## config.mk

```make
export PLATFORM = sky130hd
export DESIGN_NAME = dev_bus_arbiter
export DESIGN_NICKNAME = d
export VERILOG_FILES = /design/src/rtl/dev_bus_arbiter.sv
export SDC_FILE = /design/constraint.sdc
export NUM_CORES = 1
export LEC_CHECK = 0
export ABC_CLOCK_PERIOD_IN_PS = 1900
export BUFFER_PORTS_ARGS = -buffer_cell sky130_fd_sc_hd__buf_2
export CAP_MARGIN = 20
export CORE_MARGIN = 3
export CORE_UTILIZATION = 25
export CTS_CLUSTER_SIZE = 8
export DETAILED_ROUTE_END_ITERATION = 7
export GPL_TIMING_DRIVEN = 0
export PLACE_DENSITY = 0.47
export SYNTH_ARGS = -nofsm -noshare
export SYNTH_HDL_FRONTEND = slang
export SYNTH_SLANG_ARGS = --single-unit
```

## constraint.sdc

```tcl
create_clock -name clk -period 1.9 [get_ports clk]
set_input_delay 0.285 -clock clk [delete_from_list [all_inputs] [get_ports clk]]
set_output_delay 0.285 -clock clk [all_outputs]
set_load 0.01 [all_outputs]
```

## src/rtl/dev_bus_arbiter.sv

```systemverilog
// Two-master arbiter for the shared processor-side device port: round-robin grant,
// latched request held for WAIT_CYCLES, one PrWe pulse per write. ARB_FIXED_PRIO_EN selects strict M0 priority.
module dev_bus_arbiter #(
  parameter int WAIT_CYCLES = 1,
  parameter int CNT_W       = 4
) (
  input  logic        clk,
  input  logic        reset,
  input  logic        m0_req,
  input  logic        m0_we,
  input  logic [31:0] m0_addr,
  input  logic [31:0] m0_wd,
  output logic        m0_ack,
  output logic [31:0] m0_rd,
  input  logic        m1_req,
  input  logic        m1_we,
  input  logic [31:0] m1_addr,
  input  logic [31:0] m1_wd,
  output logic        m1_ack,
  output logic [31:0] m1_rd,
  output logic [31:0] PrAddr,
  output logic [31:0] PrWD,
  output logic        PrWe,
  input  logic [31:0] PrRD,
  output logic        busy,
  output logic        owner
);

  // state  | meaning
  // IDLE   | no transaction, Pr outputs 0, requests sampled
  // ACCESS | latched request driven to bridge, counting device wait cycles
  // DONE   | one-cycle ack + read data to the owner
  typedef enum logic [1:0] {IDLE, ACCESS, DONE} arbState_t;

  localparam logic [CNT_W-1:0] WAIT_LD = CNT_W'(WAIT_CYCLES);

  arbState_t        state;
  logic             lastOwner;
  logic [CNT_W-1:0] cnt;
  logic [31:0]      addrL;
  logic [31:0]      wdL;
  logic             weL;
  logic [31:0]      rdL;
  logic             winner;
  logic             inAccess;
  logic             inDone;

`ifdef ARB_FIXED_PRIO_EN
  assign winner = ~m0_req;
`else
  // On a tie the master that did not go last wins; otherwise the lone requester.
  assign winner = (m0_req && m1_req) ? ~lastOwner : m1_req;
`endif

  always_ff @(posedge clk or negedge reset) begin
    if (!reset) begin
      state     <= IDLE;
      owner     <= 1'b0;
      lastOwner <= 1'b1;
      cnt       <= '0;
      addrL     <= '0;
      wdL       <= '0;
      weL       <= 1'b0;
      rdL       <= '0;
    end else begin
      case (state)
        IDLE: begin
          if (m0_req || m1_req) begin
            owner <= winner;
            addrL <= winner ? m1_addr : m0_addr;
            wdL   <= winner ? m1_wd   : m0_wd;
            weL   <= winner ? m1_we   : m0_we;
            cnt   <= WAIT_LD;
            state <= ACCESS;
          end
        end
        ACCESS: begin
          if (cnt != '0) begin
            cnt <= cnt - CNT_W'(1);
          end else begin
            rdL   <= PrRD;
            state <= DONE;
          end
        end
        DONE: begin
          lastOwner <= owner;
          state     <= IDLE;
        end
        default: state <= IDLE;
      endcase
    end
  end

  assign inAccess = (state == ACCESS);
  assign inDone   = (state == DONE);

  // Outputs decode straight from registered state so an async reset clears them at once.
  assign PrAddr = inAccess ? addrL : '0;
  assign PrWD   = inAccess ? wdL   : '0;
  assign PrWe   = inAccess && (cnt == '0) && weL;
  assign busy   = (state != IDLE);
  assign m0_ack = inDone && !owner;
  assign m1_ack = inDone && owner;
  assign m0_rd  = m0_ack ? rdL : '0;
  assign m1_rd  = m1_ack ? rdL : '0;

endmodule

```

==> summary.md, run 1 <==
| Metric | Value |
|---|---|
| Result of the run | finished with violations |
| Violated checks | negative setup slack |
| Post-DR vias/cell | 4.48 |
| Number of antenna-violating nets in the routed design | 0 |
| Placed cells | 1,196 |
| CTS Root Cell | clkbuf_16 |
| Mean post-synth cell area | 9.16 µm² |
| Placer Congestion | 0.776 |
| First-pass GRT wire length | 30.9 mm |
| CTS tree | built |
| Clock Power Share | 13.4% |
| Critical Path AT | 1.62 ns |
| Final worst setup slack | -0.00422 ns |
| Largest cells by area after synthesis | dfrtp_1 46%, and2_1 14%, nand2_1 8.8% |
| GRT overflow | 0 |
| CTS max path bufs | 2 |
| Final Hold Fails | 0 |
| Final setup viols | 1 |
| Skew final | 0.0123 ns |
| Final hold slack | 0.162 ns |
| Switching power share of the total | 37.0% |
| RSZ-0062 raised after global routing | true |
| Pleak | 4.39 nW |
| Worst hold endpoint | rdL[26]$_DFFE_PN0P_ |
| WP data required | 1.62 ns |
| Die Height | 156 µm |
| Pre-CTS setup slack | -0.202 ns |
| GRT Overall Usage | 15.9% |
| PortBufs | 298 |
| Worst ir drop on vdd | 0.686 mV |
| Worst slew pin tran | 0.538 ns |
| Total Routed Length | 20.6 mm |
| HPWL Detailed | 15.1 mm |
| Initial antenna violation count | 1 |
| Top cell type's share of synthesized area | 46.1% |
| H-tree lvl count | 3 |
| Switching power total | 5.21 mW |
| I/O pin count | 299 |
| Drt pass-1 iters | 4 |
| Post-Syn Instances | 617 |
| Initial core utilization | 25.6% |
| Clk pin slew, worst setup/hold paths | 0.08 ns |
| DRC errors left | 0 |
| Reg-to-reg critical path endpoint | rdL[14]$_DFFE_PN0P_ |
| Crit path kind | flop to primary output |
| Crit start category | flop |
| FF-to-FF Start | cnt[0]$_DFFE_PN0P_ |
| WHS Path Cells | 2 |
| Sink Count | 105 |
| Core footprint | 0.0220 mm² |
| Setup crit end kind | primary output |
| Post-synthesis sequential area ratio | 46.5% |
| Max cap viols | 0 |
| Synth warnings | 0 |
| R2R depth | 7 |
| Area of the die | 0.0244 mm² |
| Clk_lat worst skew | 0.35 ns |
| Largest net degree at the start of global routing | 63 |
| Cell row count | 54 |
| Yosys top cell by area | dfrtp_1 |
| Worst Hold Launch | PrRD[26] |
| FF+latch count, synth | 105 |
| Tmin final | 1.90 ns |
| Layout area overhead | 51.9% |
| Power Internal | 8.87 mW |
| Comb pwr share | 57.7% |
| CTS Buf Count | 9 |
| Syn Nets | 785 |
| Seq pwr share | 28.9% |
| Worst slew margin | 64.1% |
| Via Count | 5,522 |
| Fmax achieved | 525 MHz |
| Die Wd | 156 µm |
| Crit share post-route | 100% |
| WL/cell | 16.7 µm |
| Initial DRC Count | 260 |
| Critical-path maximum fanout | 5 |
| Vias in the first global route | 5,611 |
| Worst hold path type | primary input to flop |
| Setup tns final | -0.00422 ns |
| Non-filler cells, final | 1,233 |
| Cell Pwr Density | 1640 mW/mm² |
| Fin nets | 1,115 |
| FF-to-FF setup slack | 0.11 ns |
| Max-slew violation count | 0 |
| Mapped Area | 0.00565 mm² |
| Share of cells above drive strength 1 | 47.7% |
| Netlist cell types | 35 |
==> sequential cells by signal, indices dropped and copies added (netlist names) <==
| signal | count |
|---|---|
| addrL | 32 |
| cnt | 4 |
| lastOwner | 1 |
| owner | 1 |
| rdL | 32 |
| state | 2 |
| wdL | 32 |
| weL | 1 |
==> cells by family after synthesis <==
family | Yosys count | synth area share [%]
buffers and inverters | 58 | 5.20
AO/OA/AOI/OAI | 141 | 14.4
AND/OR/NAND/NOR | 278 | 24.9
adder cells (fa/ha/maj) | 2 | 0.443
flip-flops | 105 | 46.5
multiplexers | 33 | 8.48
==> power by group through the flow <==
stage	registers [mW]	clock network, mW	logic (mW)
3_3_place_gp	4.04	0	6.33
3_5_place_dp	4.07	0	6.30
2_1_floorplan	3.86	0	4.03
5_1_grt	4.22	2.07	8.82
4_1_cts	4.04	2.00	7.33
6_report	4.06	1.89	8.12
==> cell usage after synthesis, drive strengths merged <==
cell type / instances
a211oi: 1
a21bo: 1
a21boi: 1
a21o: 1
a21oi: 66
a31oi: 65
and2: 129
and2b: 1
and3: 1
buf: 24
clkbuf: 28
dfrtp: 104
dfstp: 1
ha: 2
inv: 6
mux2: 32
mux2i: 1
nand2: 133
nand2b: 2
nand3: 2
nor2: 4
nor2b: 1
nor3: 2
nor3b: 1
o211ai: 1
o21ai: 3
o22a: 1
o311ai: 1
or2: 1
or4: 1
==> per-stage QoR <==
step	cell area [µm²]	total power [mW]	util [%]
6_report	8580	14.1	39.0
5_1_grt	8580	15.1	39.0
4_1_cts	8210	13.4	37.3
3_5_place_dp	7520	10.4	34.2
3_3_place_gp	7490	10.4	34.0
2_1_floorplan	5650	7.89	-
==> critical path: stages (launching register included) <==
cell and delay (ns):
dfrtp_2 0.41, buf_4 0.16, nand2b_4 0.10, nor2_4 0.06, buf_12 0.13, clkbuf_16 0.13
and2_1 0.14, buf_2 0.13
==> placed cells by master, fill, tap and decap left out, drive strengths merged, types with 2 or more instances in the layout <==
cell and n:
nor2 4, mux2 32, a31oi 65, clkbuf 36
inv 9, o21ai 3, nor3 2, nand3 2
clkinv 2, nand2 133, ha 2, a21oi 66
buf 345, dfrtp 104, and2 129, nand2b 2
==> worst max-delay path by stage <==
stage / startpoint / end / slack [ns] / cells after the start
global placement: reset / addrL[16]$_DFFE_PN0P_ / -0.90 / 1
global route: state[0]$_DFFE_PN0P_ / m0_rd[18] / -0.08 / 6
detailed placement: state[1]$_DFFE_PN0P_ / PrWD[19] / -0.20 / 5
CTS: state[1]$_DFFE_PN0P_ / m0_rd[7] / -0.03 / 6
finish: state[1]$_DFFE_PN0P_ / m0_rd[18] / -0.004 / 7
floorplan: cnt[0]$_DFFE_PN0P_ / rdL[10]$_DFFE_PN0P_ / 0.28 / 6
==> layout make-up <==
type                            count  area [µm²]
Fill cell                        2352       13400
Multi-Input combinational cell    454        2860
Sequential cell                   105        2630
Timing Repair Buffer              320        2000
Buffer                             51         414
Tap cell                          280         350
Clock buffer                       11         253
Clock inverter                      5        46.3
Inverter                            6        22.5
Antenna cell                        1        2.50
==> repair_timing <==
action,4_1_cts,5_1_grt
buffers inserted,11,4
endpoints found under the hold margin,42,0
cloned,2,3
setup endpoints to repair,132,169
resized for setup,80,76
pin swaps,4,13
hold buffers,1,0
==> routing by layer <==
| layer | up-vias | part of all wire (%) | track usage (%) |
|---|---|---|---|
| met3 | 13 | 5.8 | 3.43 |
| met1 | 2588 | 45 | 21.7 |
| met5 | - | 0 | 0 |
| met4 | 0 | 0.84 | 3.04 |
| met2 | 191 | 48 | 26.3 |
| li1 | 2730 | - | - |
Note: power is estimated with default switching activity, not from simulation.
==> inputs of run 2 (changes only) <==
--- a/config.mk
+++ b/config.mk
@@ -9,11 +9,11 @@
 export BUFFER_PORTS_ARGS = -buffer_cell sky130_fd_sc_hd__buf_2
 export CAP_MARGIN = 20
 export CORE_MARGIN = 3
-export CORE_UTILIZATION = 25
+export CORE_UTILIZATION = 45
 export CTS_CLUSTER_SIZE = 8
 export DETAILED_ROUTE_END_ITERATION = 7
 export GPL_TIMING_DRIVEN = 0
-export PLACE_DENSITY = 0.47
+export PLACE_DENSITY = 0.77
 export SYNTH_ARGS = -nofsm -noshare
 export SYNTH_HDL_FRONTEND = slang
 export SYNTH_SLANG_ARGS = --single-unit
==> run 2 against run 1 <==
Against the previous run: the run still ends with negative setup slack left; register-to-register slack worse by 0.07 ns; final area is 3.6% higher; first-iteration DRC count is 44% higher; worst hold slack better by 0.015 ns; non-clock buffer count is 4 higher; utilization is 34 points higher; sequential share of layout area is 1.1 points lower; critical path depth is 1 lower; power is 1.2% higher; via count is 7.0% higher; die area is 43% lower; combinational power is 0.9% lower; critical path type unchanged.
==> summary.md, run 2 (synthesis results as in run 1) <==
| Metric | Value |
|---|---|
| Result of the run | finished with violations |
| Violated checks | negative setup slack |
| CTS max path bufs | 2 (unchanged) |
| Via Count | 5,908 (+7.0%) |
| Worst slew pin tran | 0.668 ns (+0.130 ns) |
| Critical-path maximum fanout | 8 (+3) |
| WL/cell | 18.6 µm (+11%) |
| Die Height | 118 µm (-24%) |
| Crit path kind | flop to primary output |
| Most frequent cells in the layout | 227 x buf_2, 132 x nand2_1, 102 x dfrtp_1 |
| Final setup viols | 10 (+9) |
| Worst ir drop on vdd | 0.725 mV (+5.6%) |
| Core footprint | 0.0122 mm² (-45%) |
| Fin nets | 1,119 (+0.36%) |
| Cell row count | 40 (-26%) |
| CTS Root Cell | clkbuf_16 |
| Pleak | 4.50 nW (+2.5%) |
| Number of antenna-violating nets in the routed design | 0 (unchanged) |
| Final core occ | 73.1% (+34 points) |
| Worst hold path type | primary input to flop |
| Biggest regs | addrL x32, rdL x32, wdL x32 |
| PortBufs | 298 (unchanged) |
| Initial DRC Count | 374 (+44%) |
| Sink Count | 105 (unchanged) |
| Largest net degree at the start of global routing | 57 (-9.5%) |
| Cell Pwr Density | 1600 mW/mm² (-2.3%) |
| Skew final | 0.00803 ns (-0.00432 ns) |
| Clk_lat worst skew | 0.34 ns (about the same) |
| Overall power | 14.2 mW (+1.2%) |
| Clk pin slew, worst setup/hold paths | 0.07 ns (about the same) |
| Pre-CTS setup slack | -0.289 ns (-0.0866 ns) |
| Vias in the first global route | 5,879 (+4.8%) |
| GRT overflow | 0 (unchanged) |
| Die Wd | 118 µm (-24%) |
| GRT Overall Usage | 26.6% (+11 points) |
| Post-DR vias/cell | 5.25 (+17%) |
| Worst slew margin | 55.5% (-8.6 points) |
| CTS tree | built |
| Critical Path AT | 1.65 ns (+0.03 ns) |
| Area of the die | 0.0139 mm² (-43%) |
| Drt pass-1 iters | 6 (+2) |
| Setup tns final | -0.124 ns (-0.120 ns) |
| Most common cell after layout, fill and taps aside | buf_2 |
| Total Routed Length | 20.9 mm (+1.7%) |
| WP data required | 1.62 ns (about the same) |
| Crit share post-route | 102% (+1.6 points) |
| CTS Buf Count | 9 (unchanged) |
| DRC errors left | 0 (unchanged) |
| Final Hold Fails | 0 (unchanged) |
| Setup crit end kind | primary output |
| H-tree lvl count | 3 (unchanged) |
| Layout area overhead | 57.4% |
| Max cap viols | 0 (unchanged) |
| Tmin final | 1.93 ns (+0.0296 ns) |
| RSZ-0062 raised after global routing | true |
| Initial antenna violation count | 3 (+2) |
| Fmax achieved | 517 MHz (-1.5%) |
| Crit start category | flop |
| First-pass GRT wire length | 29.8 mm (-3.4%) |
| Initial core utilization | 46.5% (+21 points) |
| Final worst setup slack | -0.0338 ns (-0.0296 ns) |
| Max-slew violation count | 0 (unchanged) |
| Placer Congestion | 0.847 (+9.3%) |
| Share of cells above drive strength 1 | 51.6% (+3.9 points) |
| I/O pin count | 299 (unchanged) |
| HPWL Detailed | 13.7 mm (-9.3%) |
-- run 2: changes by cell type in the layout (fill, tap and decap cells not counted), sizes merged --
cell and change:
bufinv +2, inv -3, buf +4, clkinv -1
diode +1, clkbuf +1
-- run 2: area by class of cell --
| cell class | instances | area (µm²) |
|---|---|---|
| diodes | 2 | 5.00 |
| plain buffers | 51 | 420 |
| clock buffers | 12 | 246 |
| inverters | 6 | 22.5 |
| flip-flops and latches | 105 | 2630 |
| multi-input cells | 454 | 2960 |
| fillers | 912 | 3270 |
| clock inverters | 3 | 65.1 |
| repair buffers | 324 | 2330 |
| well taps | 168 | 210 |
-- run 2: power by group --
| part | internal, mW | switching [mW] | leakage [nW] |
|---|---|---|---|
| combinational | 4.48 | 3.57 | 3.16 |
| sequential | 3.39 | 0.821 | 1.19 |
| clock | 1.18 | 0.798 | 0.153 |
| total | 9.05 | 5.19 | 4.50 |
-- run 2: path summary, 6_finish.rpt --
path / startpoint / endpoint / slack, ns / cells past startpoint
max in group asynchronous: reset / lastOwner$_DFFE_PN1N_ / 0.59 / 3
max: state[0]$_DFFE_PN0P_ / m1_rd[17] / -0.03 / 6
min reg2reg: lastOwner$_DFFE_PN1N_ / lastOwner$_DFFE_PN1N_ / 0.54 / 1
max reg2reg: cnt[0]$_DFFE_PN0P_ / rdL[27]$_DFFE_PN0P_ / 0.04 / 7
min: PrRD[5] / rdL[5]$_DFFE_PN0P_ / 0.18 / 2
min in group asynchronous: reset / rdL[28]$_DFFE_PN0P_ / 0.57 / 2
-- run 2: through the flow --
step | hold slack (ns) | std cells | instance area [µm²]
after floorplan | -0.0106 | 617 | 5650
final | 0.176 | 1125 | 8890
after CTS | 0.164 | 1119 | 8240
after global placement | 0.500 | 1083 | 7350
after global routing | 0.163 | 1125 | 8890
after detailed placement | 0.356 | 1084 | 7380
-- run 2: timing repair --
action / in CTS / in global routing
resized for setup: 94 / 150
setup endpoints to repair: 132 / 148
hold buffers: 1 / 0
buffers inserted: 14 / 1
endpoints found under the hold margin: 15 / 0
cloned: 6 / 3
pin swaps: 32 / 7
-- run 2: metal layers --
| layer | global-route usage [%] | wire length [µm] | vias to the layer above |
|---|---|---|---|
| li1 | - | - | 2740 |
| met1 | 31.6 | 7900 | 2841 |
| met2 | 46.6 | 10900 | 284 |
| met3 | 6.05 | 1540 | 41 |
| met5 | 0 | 13 | - |
| met4 | 10.3 | 565 | 2 |
-- run 2: critical path, stage by stage (launching register included) --
cell	delay, ns
dfrtp_2	0.44
nand2b_4	0.18
nor2_4	0.10
buf_12	0.15
clkbuf_8	0.15
and2_1	0.14
buf_2	0.13
==> inputs of run 3 (changes only) <==
==> constraint.sdc (replaced) <==
create_clock -name clk -period 1.9 [get_ports clk]
set_input_delay 0.57 -clock clk [delete_from_list [all_inputs] [get_ports clk]]
set_output_delay 0.57 -clock clk [all_outputs]
set_load 0.01 [all_outputs]
==> run 3 against run 2 <==
Against the previous run: die area is the same; sequential power decreased by 1%; clock-buffer cell count did not move; cell count did not move; power down 3.1%; the run still ends with negative setup slack left; clock power hardly changed; combinational power down 4.7%; first-iteration DRC count shrank 17%; register-to-register slack better by 0.05 ns; routed wire length is 4.6% lower; worst setup slack got worse by 0.26 ns.
==> summary.md, run 3 (synthesis results as in run 1) <==
| Metric | Value |
|---|---|
| Die Height | 118 µm (unchanged) |
| Share of cells above drive strength 1 | 49.9% (-1.7 points) |
| DRC errors left | 0 (unchanged) |
| HPWL Detailed | 13.7 mm (unchanged) |
| Tmin final | 2.19 ns (+0.257 ns) |
| RSZ-0062 raised after global routing | true |
| Final setup viols | 132 (+122) |
| Crit share post-route | 115% (+14 points) |
| Worst slew pin tran | 0.666 ns (-0.00228 ns) |
| Max cap viols | 0 (unchanged) |
| GRT Overall Usage | 27.4% (+0.89 points) |
| Area of the multi-input gates | 0.00293 mm² (-1.1%) |
| I/O pin count | 299 (unchanged) |
| Biggest regs | addrL x32, rdL x32, wdL x32 |
| Fin nets | 1,119 (unchanged) |
| WP data required | 1.33 ns (-0.29 ns) |
| Clk pin slew, worst setup/hold paths | 0.07 ns (about the same) |
| Initial core utilization | 46.5% (unchanged) |
| FF-to-FF Start | state[0]$_DFFE_PN0P_ |
| CP startpoint | state[0]$_DFFE_PN0P_ |
| Final hold slack | 0.252 ns (+0.0759 ns) |
| Clk_lat worst skew | 0.33 ns (about the same) |
| CTS Buf Count | 9 (unchanged) |
| Layout area overhead | 54.8% |
| CTS tree | built |
| Via Count | 5,830 (-1.3%) |
| WL/cell | 17.7 µm (-4.6%) |
| Critical Path AT | 1.62 ns (-0.03 ns) |
| Reg area | 0.00263 mm² (unchanged) |
| Core footprint | 0.0122 mm² (unchanged) |
| Pleak | 4.45 nW (-1.2%) |
| Total Routed Length | 19.9 mm (-4.6%) |
| GRT overflow | 0 (unchanged) |
| CTS Root Cell | clkbuf_16 |
| Skew final | 0.00742 ns (-0.000605 ns) |
| Fmax achieved | 456 MHz (-12%) |
| Cell Pwr Density | 1580 mW/mm² (-1.5%) |
| Max-slew violation count | 0 (unchanged) |
| Initial antenna violation count | 3 (unchanged) |
| H-tree lvl count | 3 (unchanged) |
| Most common cell after layout, fill and taps aside | buf_2 |
| Cell row count | 40 (unchanged) |
| Final core occ | 71.9% (-1.2 points) |
| Die Wd | 118 µm (unchanged) |
| Setup crit end kind | primary output |
| Worst slew margin | 55.6% (+0.15 points) |
| Hold buffers post-CTS | 0 (-1) |
| Largest net degree at the start of global routing | 57 (unchanged) |
| Worst hold path type | primary input to asynchronous set/reset pin |
| Critical-path maximum fanout | 10 (+2) |
| Sink Count | 105 (unchanged) |
| Number of antenna-violating nets in the routed design | 0 (unchanged) |
| CTS max path bufs | 2 (unchanged) |
| Crit path kind | flop to primary output |
| Overall power | 13.8 mW (-3.1%) |
| Crit start category | flop |
| Most frequent cells in the layout | 240 x buf_2, 132 x nand2_1, 102 x dfrtp_1 |
| Worst ir drop on vdd | 0.693 mV (-4.4%) |
| Post-DR vias/cell | 5.18 (-1.3%) |
| Result of the run | finished with violations |
| Vias in the first global route | 5,929 (+0.85%) |
| # fillers | 952 (+4.4%) |
| Initial DRC Count | 312 (-17%) |
| Final Hold Fails | 0 (unchanged) |
| Drt pass-1 iters | 5 (-1) |
| First-pass GRT wire length | 30.7 mm (+3.0%) |
| Placer Congestion | 0.847 (unchanged) |
| PortBufs | 298 (unchanged) |
| Final worst setup slack | -0.291 ns (-0.257 ns) |
| Violated checks | negative setup slack |
| Area of the die | 0.0139 mm² (unchanged) |
## run 3: metal layers
layer / vias to the layer above / track usage, % / part of all wire (%)
met3: 43 / 6.49 / 8.4
met1: 2759 / 32.8 / 38
li1: 2739 / - / -
met4: 2 / 11.4 / 3.1
met5: - / 0 / 0.045
met2: 287 / 47.5 / 51
## run 3: timing repair
action | 4_1_cts | 5_1_grt
cloned | 8 | 0
resized for setup | 156 | 53
endpoints found under the setup margin | 132 | 161
pin swaps | 57 | 4
buffers inserted | 15 | 4
## run 3: through the flow
| step | cell area, µm² | setup slack (ns) | TNS [ns] | cells |
|---|---|---|---|---|
| after floorplan | 5650 | 0.0428 | 0 | 617 |
| after global placement | 7350 | -0.937 | -137.03 | 1083 |
| after detailed placement | 7380 | -0.574 | -41.41 | 1084 |
| after CTS | 8520 | -0.311 | -35.20 | 1121 |
| after global routing | 8750 | -0.344 | -38.14 | 1125 |
| final | 8750 | -0.291 | -30.35 | 1125 |
## run 3: worst max-delay path: stages (launching register included)
cell,delay (ns)
dfrtp_2,0.44
nand2b_4,0.18
nor2_4,0.11
buf_12,0.15
clkbuf_16,0.16
and2_4,0.13
buf_2,0.13
## run 3: worst paths after layout
check | endpoint | slack, ns | cells after the start
setup / recovery | m1_rd[12] | -0.29 | 6
hold / removal | rdL[24]$_DFFE_PN0P_ | 0.25 | 1
setup reg to reg | addrL[28]$_DFFE_PN0P_ | 0.09 | 8
hold reg to reg | addrL[7]$_DFFE_PN0P_ | 0.54 | 2
max in group asynchronous | lastOwner$_DFFE_PN1N_ | 0.92 | 2
min in group clk | rdL[13]$_DFFE_PN0P_ | 0.46 | 2
## run 3: layout make-up
class	count	area share (%)
inverter	6	0.258
clock inverter	3	0.744
multi-input combinational	454	33.5
tap	168	2.40
timing repair buffer	324	25.3
sequential	105	30.1
buffer	51	4.85
clock buffer	12	2.82
antenna	2	0.0572
## run 3: power by group
group | switching (mW) | leakage [nW] | total [mW] | internal (mW)
Combinational | 3.48 | 3.10 | 7.67 | 4.19
Sequential | 0.773 | 1.19 | 4.16 | 3.39
Clock | 0.790 | 0.153 | 1.97 | 1.18
